**src/rtl/gpio_serial_cfg.sv**
```systemverilog
`default_nettype none
// ============================================================================
// Module   : gpio_serial_cfg
// Brief    : 3-wire serial frame receiver (csn/clk/dat from GPIO pads) that
//            presents checked addr/data words on a valid/ready handshake.
//            Optional trailing even parity: GPIO_SERIAL_CFG_PARITY_EN.
// Revision : 1.0 - initial release
// ============================================================================
module gpio_serial_cfg #(
  parameter int DATA_W      = 24,
  parameter int ADDR_W      = 4,
  parameter int SYNC_STAGES = 2
) (
  input  logic              wb_clk_i,
  input  logic              wb_rst_n,
  input  logic              ser_csn_i,
  input  logic              ser_clk_i,
  input  logic              ser_dat_i,
  output logic [ADDR_W-1:0] cfg_addr_o,
  output logic [DATA_W-1:0] cfg_data_o,
  output logic              cfg_valid_o,
  input  logic              cfg_ready_i,
  output logic              busy_o,
  output logic [1:0]        err_o,
  output logic              err_oeb_o
);

`ifdef GPIO_SERIAL_CFG_PARITY_EN
  localparam int c_PAR_W = 1;
`else
  localparam int c_PAR_W = 0;
`endif
  localparam int                 c_FRAME_LEN = ADDR_W + DATA_W + c_PAR_W;
  localparam int                 c_CNT_W     = $clog2(c_FRAME_LEN + 2);
  localparam logic [c_CNT_W-1:0] c_CNT_FULL  = c_CNT_W'(c_FRAME_LEN);
  localparam logic [c_CNT_W-1:0] c_CNT_SAT   = c_CNT_W'(c_FRAME_LEN + 1);

  typedef enum logic [1:0] {
    ST_IDLE  = 2'd0,
    ST_SHIFT = 2'd1,
    ST_CHECK = 2'd2
  } state_t;

  state_t                   r_state;
  state_t                   w_state_nxt;

  logic [SYNC_STAGES-1:0]   r_csn_sync;
  logic [SYNC_STAGES-1:0]   r_clk_sync;
  logic [SYNC_STAGES-1:0]   r_dat_sync;
  logic                     r_csn_d;
  logic                     r_clk_d;
  logic                     r_dat_d;
  logic                     r_csn_fall;
  logic                     r_csn_rise;
  logic                     r_clk_rise;

  logic [c_CNT_W-1:0]       r_cnt;
  logic [c_FRAME_LEN-1:0]   r_shreg;
  logic [ADDR_W-1:0]        r_addr;
  logic [DATA_W-1:0]        r_data;
  logic                     r_valid;
  logic [1:0]               r_err;

  // Sync chains reset to 0 so a pad already low at reset release never
  // looks like a csn falling edge; rising edges in IDLE are ignored.
  always_ff @(posedge wb_clk_i) begin
    if (!wb_rst_n) begin
      r_csn_sync <= '0;
      r_clk_sync <= '0;
      r_dat_sync <= '0;
      r_csn_d    <= 1'b0;
      r_clk_d    <= 1'b0;
      r_dat_d    <= 1'b0;
      r_csn_fall <= 1'b0;
      r_csn_rise <= 1'b0;
      r_clk_rise <= 1'b0;
    end else begin
      r_csn_sync <= {r_csn_sync[SYNC_STAGES-2:0], ser_csn_i};
      r_clk_sync <= {r_clk_sync[SYNC_STAGES-2:0], ser_clk_i};
      r_dat_sync <= {r_dat_sync[SYNC_STAGES-2:0], ser_dat_i};
      r_csn_d    <= r_csn_sync[SYNC_STAGES-1];
      r_clk_d    <= r_clk_sync[SYNC_STAGES-1];
      r_dat_d    <= r_dat_sync[SYNC_STAGES-1];
      r_csn_fall <= r_csn_d & ~r_csn_sync[SYNC_STAGES-1];
      r_csn_rise <= ~r_csn_d & r_csn_sync[SYNC_STAGES-1];
      r_clk_rise <= ~r_clk_d & r_clk_sync[SYNC_STAGES-1];
    end
  end

  always_ff @(posedge wb_clk_i) begin
    if (!wb_rst_n) begin
      r_state <= ST_IDLE;
    end else begin
      r_state <= w_state_nxt;
    end
  end

  always_comb begin
    w_state_nxt = r_state;
    case (r_state)
      ST_IDLE:  if (r_csn_fall) w_state_nxt = ST_SHIFT;
      ST_SHIFT: if (r_csn_rise) w_state_nxt = ST_CHECK;
      ST_CHECK: w_state_nxt = ST_IDLE;
      default:  w_state_nxt = ST_IDLE;
    endcase
  end

  // A good frame loaded in CHECK overrides the handshake clear, so a
  // coincident ready consumes the old word and the new one lands at once.
  always_ff @(posedge wb_clk_i) begin
    if (!wb_rst_n) begin
      r_cnt   <= '0;
      r_shreg <= '0;
      r_addr  <= '0;
      r_data  <= '0;
      r_valid <= 1'b0;
      r_err   <= 2'd0;
    end else begin
      if (r_valid && cfg_ready_i) r_valid <= 1'b0;
      case (r_state)
        ST_IDLE: begin
          if (r_csn_fall) begin
            r_cnt   <= '0;
            r_shreg <= '0;
          end
        end
        ST_SHIFT: begin
          if (r_clk_rise) begin
            r_shreg <= {r_shreg[c_FRAME_LEN-2:0], r_dat_d};
            if (r_cnt != c_CNT_SAT) r_cnt <= r_cnt + c_CNT_W'(1);
          end
        end
        ST_CHECK: begin
          if (r_cnt != c_CNT_FULL) begin
            r_err <= 2'd1;
          end
`ifdef GPIO_SERIAL_CFG_PARITY_EN
          else if (^r_shreg) begin
            r_err <= 2'd3;
          end
`endif
          else if (r_valid && !cfg_ready_i) begin
            r_err <= 2'd2;
          end else begin
            r_addr  <= r_shreg[c_PAR_W+DATA_W +: ADDR_W];
            r_data  <= r_shreg[c_PAR_W +: DATA_W];
            r_valid <= 1'b1;
            r_err   <= 2'd0;
          end
        end
        default: ;
      endcase
    end
  end

  assign cfg_addr_o  = r_addr;
  assign cfg_data_o  = r_data;
  assign cfg_valid_o = r_valid;
  assign busy_o      = (r_state != ST_IDLE);
  assign err_o       = r_err;
  assign err_oeb_o   = 1'b0;

endmodule
`default_nettype wire

```
**config.mk**
```make
export PLATFORM = sky130hd
export DESIGN_NAME = gpio_serial_cfg
export DESIGN_NICKNAME = d
export VERILOG_FILES = /design/src/rtl/gpio_serial_cfg.sv
export SDC_FILE = /design/constraint.sdc
export NUM_CORES = 1
export LEC_CHECK = 0
export BUFFER_PORTS_ARGS = -buffer_cell sky130_fd_sc_hd__buf_2
export CAP_MARGIN = 25
export CORE_MARGIN = 5
export CORE_UTILIZATION = 50
export CTS_CLUSTER_SIZE = 10
export DETAILED_ROUTE_END_ITERATION = 7
export GPL_ROUTABILITY_DRIVEN = 0
export HOLD_SLACK_MARGIN = 0.03
export PLACE_DENSITY = 0.67
export SLEW_MARGIN = 15
export SYNTH_ARGS = -nofsm -noshare
export SYNTH_HDL_FRONTEND = slang
export SYNTH_SLANG_ARGS = --single-unit
```
**constraint.sdc**
```tcl
create_clock -name wb_clk_i -period 1.9 [get_ports wb_clk_i]
set_clock_uncertainty 0.2 [all_clocks]
set_input_delay 0.475 -clock wb_clk_i [delete_from_list [all_inputs] [get_ports wb_clk_i]]
set_output_delay 0.475 -clock wb_clk_i [all_outputs]
set_load 0.1 [all_outputs]
```
# [Word-level counts from Yosys, hierarchy flattened]
# Index checks and enable logic that the tools add are counted.
[totals] reg_bits=78 latchBits=0 ramBits=0 rom_bits=0 in_bits=6 output_inout_bits=33 word_cells=59 mem_count=0
[op_classes] n_addsub=1 mul=0 div_mod_pow=0 magnitude_cmp=0 eq_ne=8 n_shift=0 mux=16 bitwise_logic=8 n_reduce_logical=10
[op_table] cell="$mux W28" n=2
[op_table] cell="$pmux W28 S2" n=1
[op_table] cell="$mux W5" n=3
[op_table] cell="$ne A5 B5 Y1 const B" n=2
[op_table] cell="$pmux W5 S2" n=1
[op_table] cell="$mux W2" n=4
[op_table] cell="$ne A2 B2 Y1 const B" n=4
[op_table] cell="$reduce_and A3 Y1" n=2
[op_table] cell="$add A5 B1 Y5 const B" n=1
[op_table] cell="$not A1 Y1" n=5
[op_table] cell="$mux W1" n=4
[op_table] cell="$pmux W2 S2" n=1
[op_table] cell="$reduce_and A4 Y1" n=1
[op_table] cell="$reduce_bool A2 Y1" n=2
[op_table] cell="$and A1 B1 Y1" n=3
[op_table] cell="$eq A2 B1 Y1 const B" n=1
[op_table] cell="$eq A2 B2 Y1 const B" n=1
[op_table] cell="$logic_and A1 B1 Y1" n=2
[op_table] cell="$logic_not A2 Y1" n=1
[op_table] cell="$reduce_and A2 Y1" n=1
[op_table] cell="$logic_not A1 Y1" n=1

# [Longest topological paths before layout]
# Gate-level depths: netlist of run 1.
[logic_depth] word_depth=5 mapped_depth=7

# [Worst setup path before layout of run 1]
# No wires, ideal clock.
[synth_timing] path_kind="register to register" startpoint="register r_valid, in the netlist cfg_valid_o" endpoint="register r_data[1], in the netlist cfg_data_o[1]" setup_ns=0.124 arrival_ns=1.805 setup_slack_ns=-0.229 path_stages_with_launch=7 cell_sequence="dfxtp_1 > nor2b_1 > and4b_4 > buf_12 > buf_12 > nand3_2 > o21ai_2"
[synth_between] elab_chain_cells=3
[synth_rtl] item="start: declaration" line_no="61" text="logic r_valid;"
[synth_rtl] item="start signal: assignment" line_no="116" text="r_valid <= 1'b0;"
[synth_rtl] item="start signal: assignment" line_no="119" text="if (r_valid && cfg_ready_i) r_valid <= 1'b0;"
[synth_rtl] item="start signal: assignment" line_no="147" text="r_valid <= 1'b1;"
[synth_rtl] item="$logic_and A1 B1 Y1" line_no="142" text="else if (r_valid && !cfg_ready_i) begin"
[synth_rtl] item="$not A1 Y1 (no line)"
[synth_rtl] item="$reduce_and A3 Y1 (no line)"
[synth_rtl] item="end signal: assignment" line_no="146" text="r_data <= r_shreg[c_PAR_W +: DATA_W];"
[synth_rtl] item="end: declaration" line_no="60" text="logic [DATA_W-1:0] r_data;"
# Every way passes these cells.
# A chain may end at the register's enable or synchronous reset.

# [Worst setup path after layout of run 1]
[layout_timing] startpoint="register r_data[20], in the netlist cfg_data_o[20]" endpoint="output port cfg_data_o[20]"
[layout_rtl] item="end: declaration" line_no="20" text="output logic [DATA_W-1:0] cfg_data_o,"
# No word-level cell between the ends.

==> results of run 1 <==
-- registers in the layout, indices dropped and copies added (netlist names) --
| register | count |
|---|---|
| cfg_valid_o | 1 |
| cfg_data_o | 24 |
| r_csn_fall | 1 |
| r_shreg | 28 |
| r_cnt | 5 |
| cfg_addr_o | 4 |
| r_clk_d | 1 |
| r_dat_sync | 2 |
| err_o | 2 |
| r_clk_sync | 2 |
| r_csn_d | 1 |
| r_csn_sync | 2 |
| r_dat_d | 1 |
| r_state | 2 |
| r_clk_rise | 1 |
| r_csn_rise | 1 |
-- through the flow --
step           utilization [%]  hold WS (ps)  instances  setup slack, ps
3_5_place_dp              54.6           179        439              219
4_1_cts                   58.1           123        455             10.4
2_1_floorplan                -           167        342             82.6
6_report                  58.3           136        456             88.8
5_1_grt                   58.3           119        456             54.6
3_3_place_gp              54.6           172        439              245
-- timing repair --
action,in CTS,in global routing
cloned,0,0
setup buffers,0,1
setup endpoints to repair,1,1
gates resized for setup,1,3
-- kinds of logic after synthesis --
family,after synthesis,share of synthesized area [%]
buffers and inverters,34,7.06
AO/OA/AOI/OAI,73,17.0
flip-flops,78,48.7
AND/OR/NAND/NOR,153,25.9
adder cells (fa/ha/maj),3,1.17
other,1,0.117
-- worst min-delay path by stage --
stage,slack (ps),depth (start not counted),from,end
2_1_floorplan,170,1,r_clk_d,r_clk_rise
3_3_place_gp,170,1,r_clk_d,r_clk_rise
3_5_place_dp,180,1,r_clk_d,r_clk_rise
4_1_cts,120,2,ser_dat_i,r_dat_sync[0]
5_1_grt,120,2,ser_dat_i,r_dat_sync[0]
6_report,140,2,ser_dat_i,r_dat_sync[0]
-- routing by layer --
metal	share of wire [%]	GRT usage, %	vias to the layer above
li1	-	-	1227
met1	48	18.0	1128
met2	46	24.2	33
met3	4.2	4.17	11
met4	2.1	7.07	0
met5	0	0	-
-- cells in the mapped netlist, drive strengths merged (3+ instances only) --
library cell	number
dfxtp	78
nand2	64
nand3	59
o21ai	32
a21boi	29
buf	18
clkbuf	11
and2	9
nor2b	7
inv	5
and3	4
ha	3
nor2	3
-- power by group through the flow --
| stage | sequential, W | clock (W) | combinational [W] |
|---|---|---|---|
| 6_report | 0.00164 | 0.00131 | 0.0000935 |
| 3_3_place_gp | 0.00168 | 0 | 0.0000942 |
| 4_1_cts | 0.00165 | 0.00135 | 0.0000947 |
| 5_1_grt | 0.00165 | 0.00143 | 0.000103 |
| 3_5_place_dp | 0.00168 | 0 | 0.0000948 |
| 2_1_floorplan | 0.00168 | 0 | 0.0000734 |
-- layout make-up --
cell class | instances | area, µm²
clock buffer | 13 | 179
clock inverter | 3 | 40.0
fill | 594 | 2630
inverter | 5 | 18.8
multi-input combinational | 230 | 1430
sequential | 78 | 1570
tap | 77 | 96.3
timing repair buffer | 50 | 350
-- placed cells by master (no fill, tap or decap), types with 2 or more instances in the layout --
| master | Yosys | final |
|---|---|---|
| sky130_fd_sc_hd__nand3_2 | 20 | 20 |
| sky130_fd_sc_hd__buf_4 | 2 | 10 |
| sky130_fd_sc_hd__nand2_1 | 64 | 64 |
| sky130_fd_sc_hd__nor2b_1 | 7 | 6 |
| sky130_fd_sc_hd__inv_1 | 5 | 5 |
| sky130_fd_sc_hd__a21boi_1 | 5 | 5 |
| sky130_fd_sc_hd__and2_1 | 9 | 9 |
| sky130_fd_sc_hd__buf_2 | 9 | 35 |
| sky130_fd_sc_hd__a41oi_1 | 2 | 2 |
| sky130_fd_sc_hd__nand3_1 | 39 | 39 |
| sky130_fd_sc_hd__nor2_1 | 3 | 3 |
| sky130_fd_sc_hd__clkbuf_8 | 0 | 13 |
| sky130_fd_sc_hd__dfxtp_2 | 0 | 2 |
| sky130_fd_sc_hd__nand2b_1 | 2 | 2 |
| sky130_fd_sc_hd__ha_1 | 3 | 3 |
| sky130_fd_sc_hd__a21boi_0 | 24 | 24 |
| sky130_fd_sc_hd__a31oi_1 | 2 | 2 |
| sky130_fd_sc_hd__o21ai_0 | 10 | 10 |
| sky130_fd_sc_hd__and3_1 | 3 | 3 |
| sky130_fd_sc_hd__buf_12 | 3 | 5 |
| sky130_fd_sc_hd__dfxtp_1 | 78 | 75 |
| sky130_fd_sc_hd__clkinv_2 | 0 | 2 |
| sky130_fd_sc_hd__o21ai_2 | 22 | 22 |
==> metrics list, run 1 <==
- Run status: completed
- Post-CTS Hold Fix Bufs: 0
- Vias in the first global route: 2,262
* Std-Cell Core Area: between 6000 and 7000 µm²
- Fraction of final layout cells sized beyond drive strength 1: 30.6%
- The number of buffers and inverters on the critical path is 1.
- Measured in cells, the most critical reg-to-reg path has a length of 6.
- For this design the top-level I/O count stands at 39.
- The placed instances occupy a cell area of 3450 µm².
* Sum of net half-perimeters after detailed placement: between 3000 and 4000 µm
- The number of endpoints with negative hold slack in the final report is 0.
* Max incr delay on CP: 440 ps
* Clock latency at the later pin of the worst-skew pair: 340 ps
- Relative contribution of the clock network to total power: 43.0%
- After routing the design area is 3680 µm².
- Biggest area contributors in the synthesized netlist: sky130_fd_sc_hd__dfxtp_1 49%, sky130_fd_sc_hd__nand2_1 7.5%, sky130_fd_sc_hd__nand3_2 6.2%
- The clock passes through at most 2 buffers.
- Via count normalized by instance count: 5.26
- The worst register-to-register path begins at r_cnt[0].
* Most instantiated flip-flop cell in the synthesis netlist: sky130_fd_sc_hd__dfxtp_1
* Max Fclk: 0.552 GHz
* Library cell with the largest summed area after synthesis: sky130_fd_sc_hd__dfxtp_1
- Maximum vdd drop: 0.000502 V
- The first routing iteration left 63 violations.
* PwrDens: around 830 nW/µm²
- CTS root buffer: sky130_fd_sc_hd__clkbuf_8
- Share of power burned in registers: 54.0%
* CTS tree: done
- Combinational power share: 3.1%
- Setup slack of the most critical reg-to-reg path: 270 ps
- Antenna viol nets, final: 0
* Crit start category: flop
- Across all layers, the routed design uses 2,399 vias.
* Async SR Flop Fraction: 0%
* Register bit count reported by yosys: 78
- Port buffering added 37 buffers.
- Dividing the final minimum period by the clock period gives 95.3%.
- Post-Syn Nets: between 300 and 400
- The completed layout was analyzed and its total power is 0.00305 W.
* Post-Route Setup TNS: 0 ps
- Distinct cell type count of the synthesized netlist: 40
- Number of flops mapped to enable cells by yosys: 0
- Setup repair after global routing left no endpoint under its margin.
- Cells along the critical path: buf_2
* Gr usage total: 14.9%
- Mean post-synth cell area: about 9.4 µm²
* Maximum net fanout on the critical path: 2
- Die width: 90.1 µm
- Count of nets after finishing: between 300 and 400
- Standard-cell row count: 29
- Count of max-cap constraint violations: 0
- Maximum number of pins on one net before global-route repair: 43
- Iteration count of the initial detailed-routing pass: 4
- Critical register-to-register path endpoint: cfg_data_o[6]
- Routed len/inst: ~12 µm
- Remaining global-route overflow: 0
- The kind of cell with the highest combined delay along the critical path is buffers and inverters.
- Post-synthesis sequential area ratio: 48.7%
* Max-slew violation total from the final report: 0
- Area growth syn-to-layout: 14.7%
- Sinks on Clock Net: 78
- H-Tree Level Count: 3
- After clock tree synthesis, the clock-pin slew on the worst setup and hold paths is 70 ps.
- During synthesis, Yosys emitted a total of 0 warnings.
- Final min period: 1810 ps
- In this run the number of cells on the critical path is 1.
* Top-area cell type share of the netlist area: between 40% and 50%
- CP Class: flop to primary output
- Global-route wire length before repair: 10,100 µm
* Antenna cell count: 0
* Cell with the largest stage delay on the worst path: sky130_fd_sc_hd__buf_2
- Once the floorplan was initialized, standard cells occupied about 51% of the core.
- Wirelength, routed: 5630 µm
- Net switching power figure: 0.000628 W
- Number of antenna violations at the first check in global routing: 0
- The cell count after synthesis came out at 342.
- STA classifies the critical path endpoint as a primary output.
- Vertical extent of the die: 90.1 µm
- Setup violations remaining at the end of the flow were counted as 0.
- After detailed routing, the number of remaining DRC violations is 0.
- In this run the worst setup path begins at cfg_data_o[20].
- CP arrival: between 1000 and 1500 ps
- Switch share: 20.6%
- The analysis attributes to cell leakage a power of 1.38 nW.
- Clock tree synthesis inserted a total of 9 buffers.
- Termination of the worst setup path: cfg_data_o[20]
- Overall die area: 8120 µm²
- At the worst endpoint, the required time is 1220 ps.
- Hold WC Path Type: input pin to flop
- Combined area of all synthesized cells: 3210 µm²
- Cell internal power was estimated by the tool at 0.00242 W.
No activity file was read; power rests on OpenSTA's default activity.
==> run 2, diff against run 1 <==
==> constraint.sdc (replaced) <==
create_clock -name wb_clk_i -period 2.1 [get_ports wb_clk_i]
set_clock_uncertainty 0.2 [all_clocks]
set_input_delay 0.525 -clock wb_clk_i [delete_from_list [all_inputs] [get_ports wb_clk_i]]
set_output_delay 0.525 -clock wb_clk_i [all_outputs]
set_load 0.1 [all_outputs]
==> run 2 against run 1 <==
Effect of this change: worst hold slack better by 45 ps; critical path depth up 1; count of clock-buffer cells in the layout down 1; design area down 2.0%; clock power down 15%; die area unchanged; largest power group unchanged; highest routed layer unchanged.
==> metrics list, run 2 (same netlist as run 1, synthesis figures left out) <==
- The signal on the critical path passes through or2_2 -> clkbuf_4.
- Dividing the detail-routed wire length by the instance count gives 12.7 µm.
- Pin placement for this block handled 39 I/O pins.
* Final min period: 2040 ps
- The min-delay analysis places its worst path in the category flop to flop.
- After clock tree synthesis, the repair step resized 0 gates.
- After clock tree synthesis, the flow added hold-fix buffers numbering 0.
* Capturing element type of the critical path: primary output
- The path with the worst hold slack has its endpoint at r_clk_rise.
* Number of antenna violations at the first check in global routing: 0
- Fraction of final layout cells sized beyond drive strength 1: 29.3%
- Along the worst path, the maximum fanout reaches 7.
- Leaving out fill and tap cells, the most frequent cells in the layout are 77 x sky130_fd_sc_hd__dfxtp_1, 64 x sky130_fd_sc_hd__nand2_1, 39 x sky130_fd_sc_hd__nand3_1.
- Largest Register: r_shreg
* CTS root buffer: sky130_fd_sc_hd__clkbuf_8
- Final worst-path cycle share: between 90% and 100%
- Max reg flops: 28
- The region available for standard cell placement spans 6310 µm².
- Wirelength, routed: between 5000 and 6000 µm
- Count of max-cap constraint violations: 0
* DRC violation count after routing: 0
- Cts bufs inserted: 9
- Setup slack of the most critical reg-to-reg path: about 370 ps
- The largest single stage delay on the critical path is around 370 ps.
- Source of the worst hold timing path: r_clk_d
- The H-tree was split into 3 levels.
* Sinks on Clock Net: 78
- Initial standard-cell utilization of the core: 50.8%
* Post-Place Worst Slack: around 340 ps
- Setup violations remaining at the end of the flow were counted as 0.
- After clock tree synthesis, the clock-pin slew on the worst setup and hold paths is 70 ps.
- Data on the critical path is required at its endpoint by 1370 ps.
* Max Fclk: between 0.4 and 0.5 GHz
- Max-slew violation total from the final report: 0
* CTS tree: done
* Via count normalized by instance count: between 5 and 6
- Summed over all layers, the global routing overflow is 0.
- Crit start category: flop
- The later pin in the worst-skew pair is clocked with a latency of between 300 and 400 ps.
- Antenna viol nets, final: 0
- After layout, the design draws a total of 0.00270 W.
- CTS Buffer Depth: 2
- Count of nets after finishing: between 300 and 400
* Maximum number of pins on one net before global-route repair: 49
- For the worst flop-to-flop path, the logic depth is 5.
* Critical path buffer and inverter count: 1
- Critical register-to-register path endpoint: cfg_data_o[8]
* Worst Slack Setup Final: between 60 and 70 ps
- Broken down by cell family, the worst path's largest delay share belongs to flip-flops.
- Run status: completed
- For this run, the total global-route usage over all layers was measured as 15.3%.
- Summed over all nets, the half-perimeter wirelength after detailed placement is between 3000 and 4000 µm.
* Unrepaired setup endpoints after global routing: false
- Overall die area: 8120 µm²
* Final core area utilization: 57.1%
* Commonest non-fill, non-tap cell in the layout: sky130_fd_sc_hd__dfxtp_1
* Antenna cell count: 0
- Vias in the first global route: 2,301
- Dividing total power by cell area gives a power density of 747 nW/µm².
- Iteration count of the initial detailed-routing pass: 4
- Count of cells along the worst hold path: 1
- CP Class: flop to primary output
- RR Startpoint: r_state[1]
- Routed via count: about 2,400
* Cell with the largest stage delay on the worst path: sky130_fd_sc_hd__dfxtp_1
- Summed over all failing endpoints, the final setup total negative slack is 0 ps.
- Buffers added to address setup during post-CTS repair amount to 0.
* Smallest hold slack: 181 ps
* Standard-cell row count: 29
- Global-route wire length before repair: around 11,000 µm
- Leakage component of the power: 1.35 nW
* Vertical extent of the die: 90.1 µm
- For this block, the initial DRC count from the detailed router was 133.
- Buffers placed on the I/O ports in this run total 37.
- The die is 90.1 µm wide.
* CP arrival: 1310 ps
- Area growth syn-to-layout: 12.4%
- Number of endpoints with negative hold slack in the final report: 0
- The worst-case IR drop observed on VDD is approximately 0.0004 V.
run 2: changes by cell type in the layout (fill, tap and decap cells not counted), moves of 2 or more:
cell,before,now
sky130_fd_sc_hd__buf_12,5,3
sky130_fd_sc_hd__dfxtp_1,75,77
sky130_fd_sc_hd__clkbuf_8,13,11
sky130_fd_sc_hd__buf_4,10,8
run 2: how the worst max path moves through the flow:
| stage | from | endpoint | depth (start not counted) |
|---|---|---|---|
| global route | r_state[1] | busy_o | 2 |
| CTS | r_state[1] | busy_o | 2 |
| floorplan | cfg_valid_o | cfg_data_o[1] | 6 |
| global placement | cfg_ready_i | cfg_data_o[19] | 6 |
| detailed placement | cfg_ready_i | cfg_data_o[19] | 6 |
| finish | r_state[1] | busy_o | 2 |
run 2: worst register-to-register path, cell delays in order (launching register included):
cell and delay (ps):
sky130_fd_sc_hd__dfxtp_1 440, sky130_fd_sc_hd__nor2b_1 290, sky130_fd_sc_hd__and4b_4 330, sky130_fd_sc_hd__buf_12 230, sky130_fd_sc_hd__nand3_2 120, sky130_fd_sc_hd__o21ai_2 60
run 2: routing by layer:
metal / vias to the layer above / GRT usage, % / share of wire [%]
li1: 1226 / - / -
met1: 1099 / 19.5 / 49
met2: 54 / 24.0 / 44
met3: 12 / 4.17 / 5.0
met4: 0 / 6.70 / 1.8
met5: - / 0 / 0
run 2: through the flow:
step	instances	area [µm²]
3_5_place_dp	437	3400
3_3_place_gp	437	3400
5_1_grt	453	3610
6_report	453	3610
2_1_floorplan	342	3210
4_1_cts	453	3600
run 2: area by class of cell:
type,instances,area [µm²]
Fill cell,583,2710
Sequential cell,78,1560
Inverter,5,18.8
Tap cell,77,96.3
Timing Repair Buffer,47,303
Multi-Input combinational cell,230,1430
Clock buffer,12,155
Clock inverter,4,45.0
run 2: power breakdown:
group | leakage (nW) | switching (W) | internal (W) | total (W)
logic | 0.612 | 0.0000563 | 0.0000260 | 0.0000823
registers | 0.630 | 0.00000304 | 0.00149 | 0.00149
clock network | 0.106 | 0.000516 | 0.000609 | 0.00112
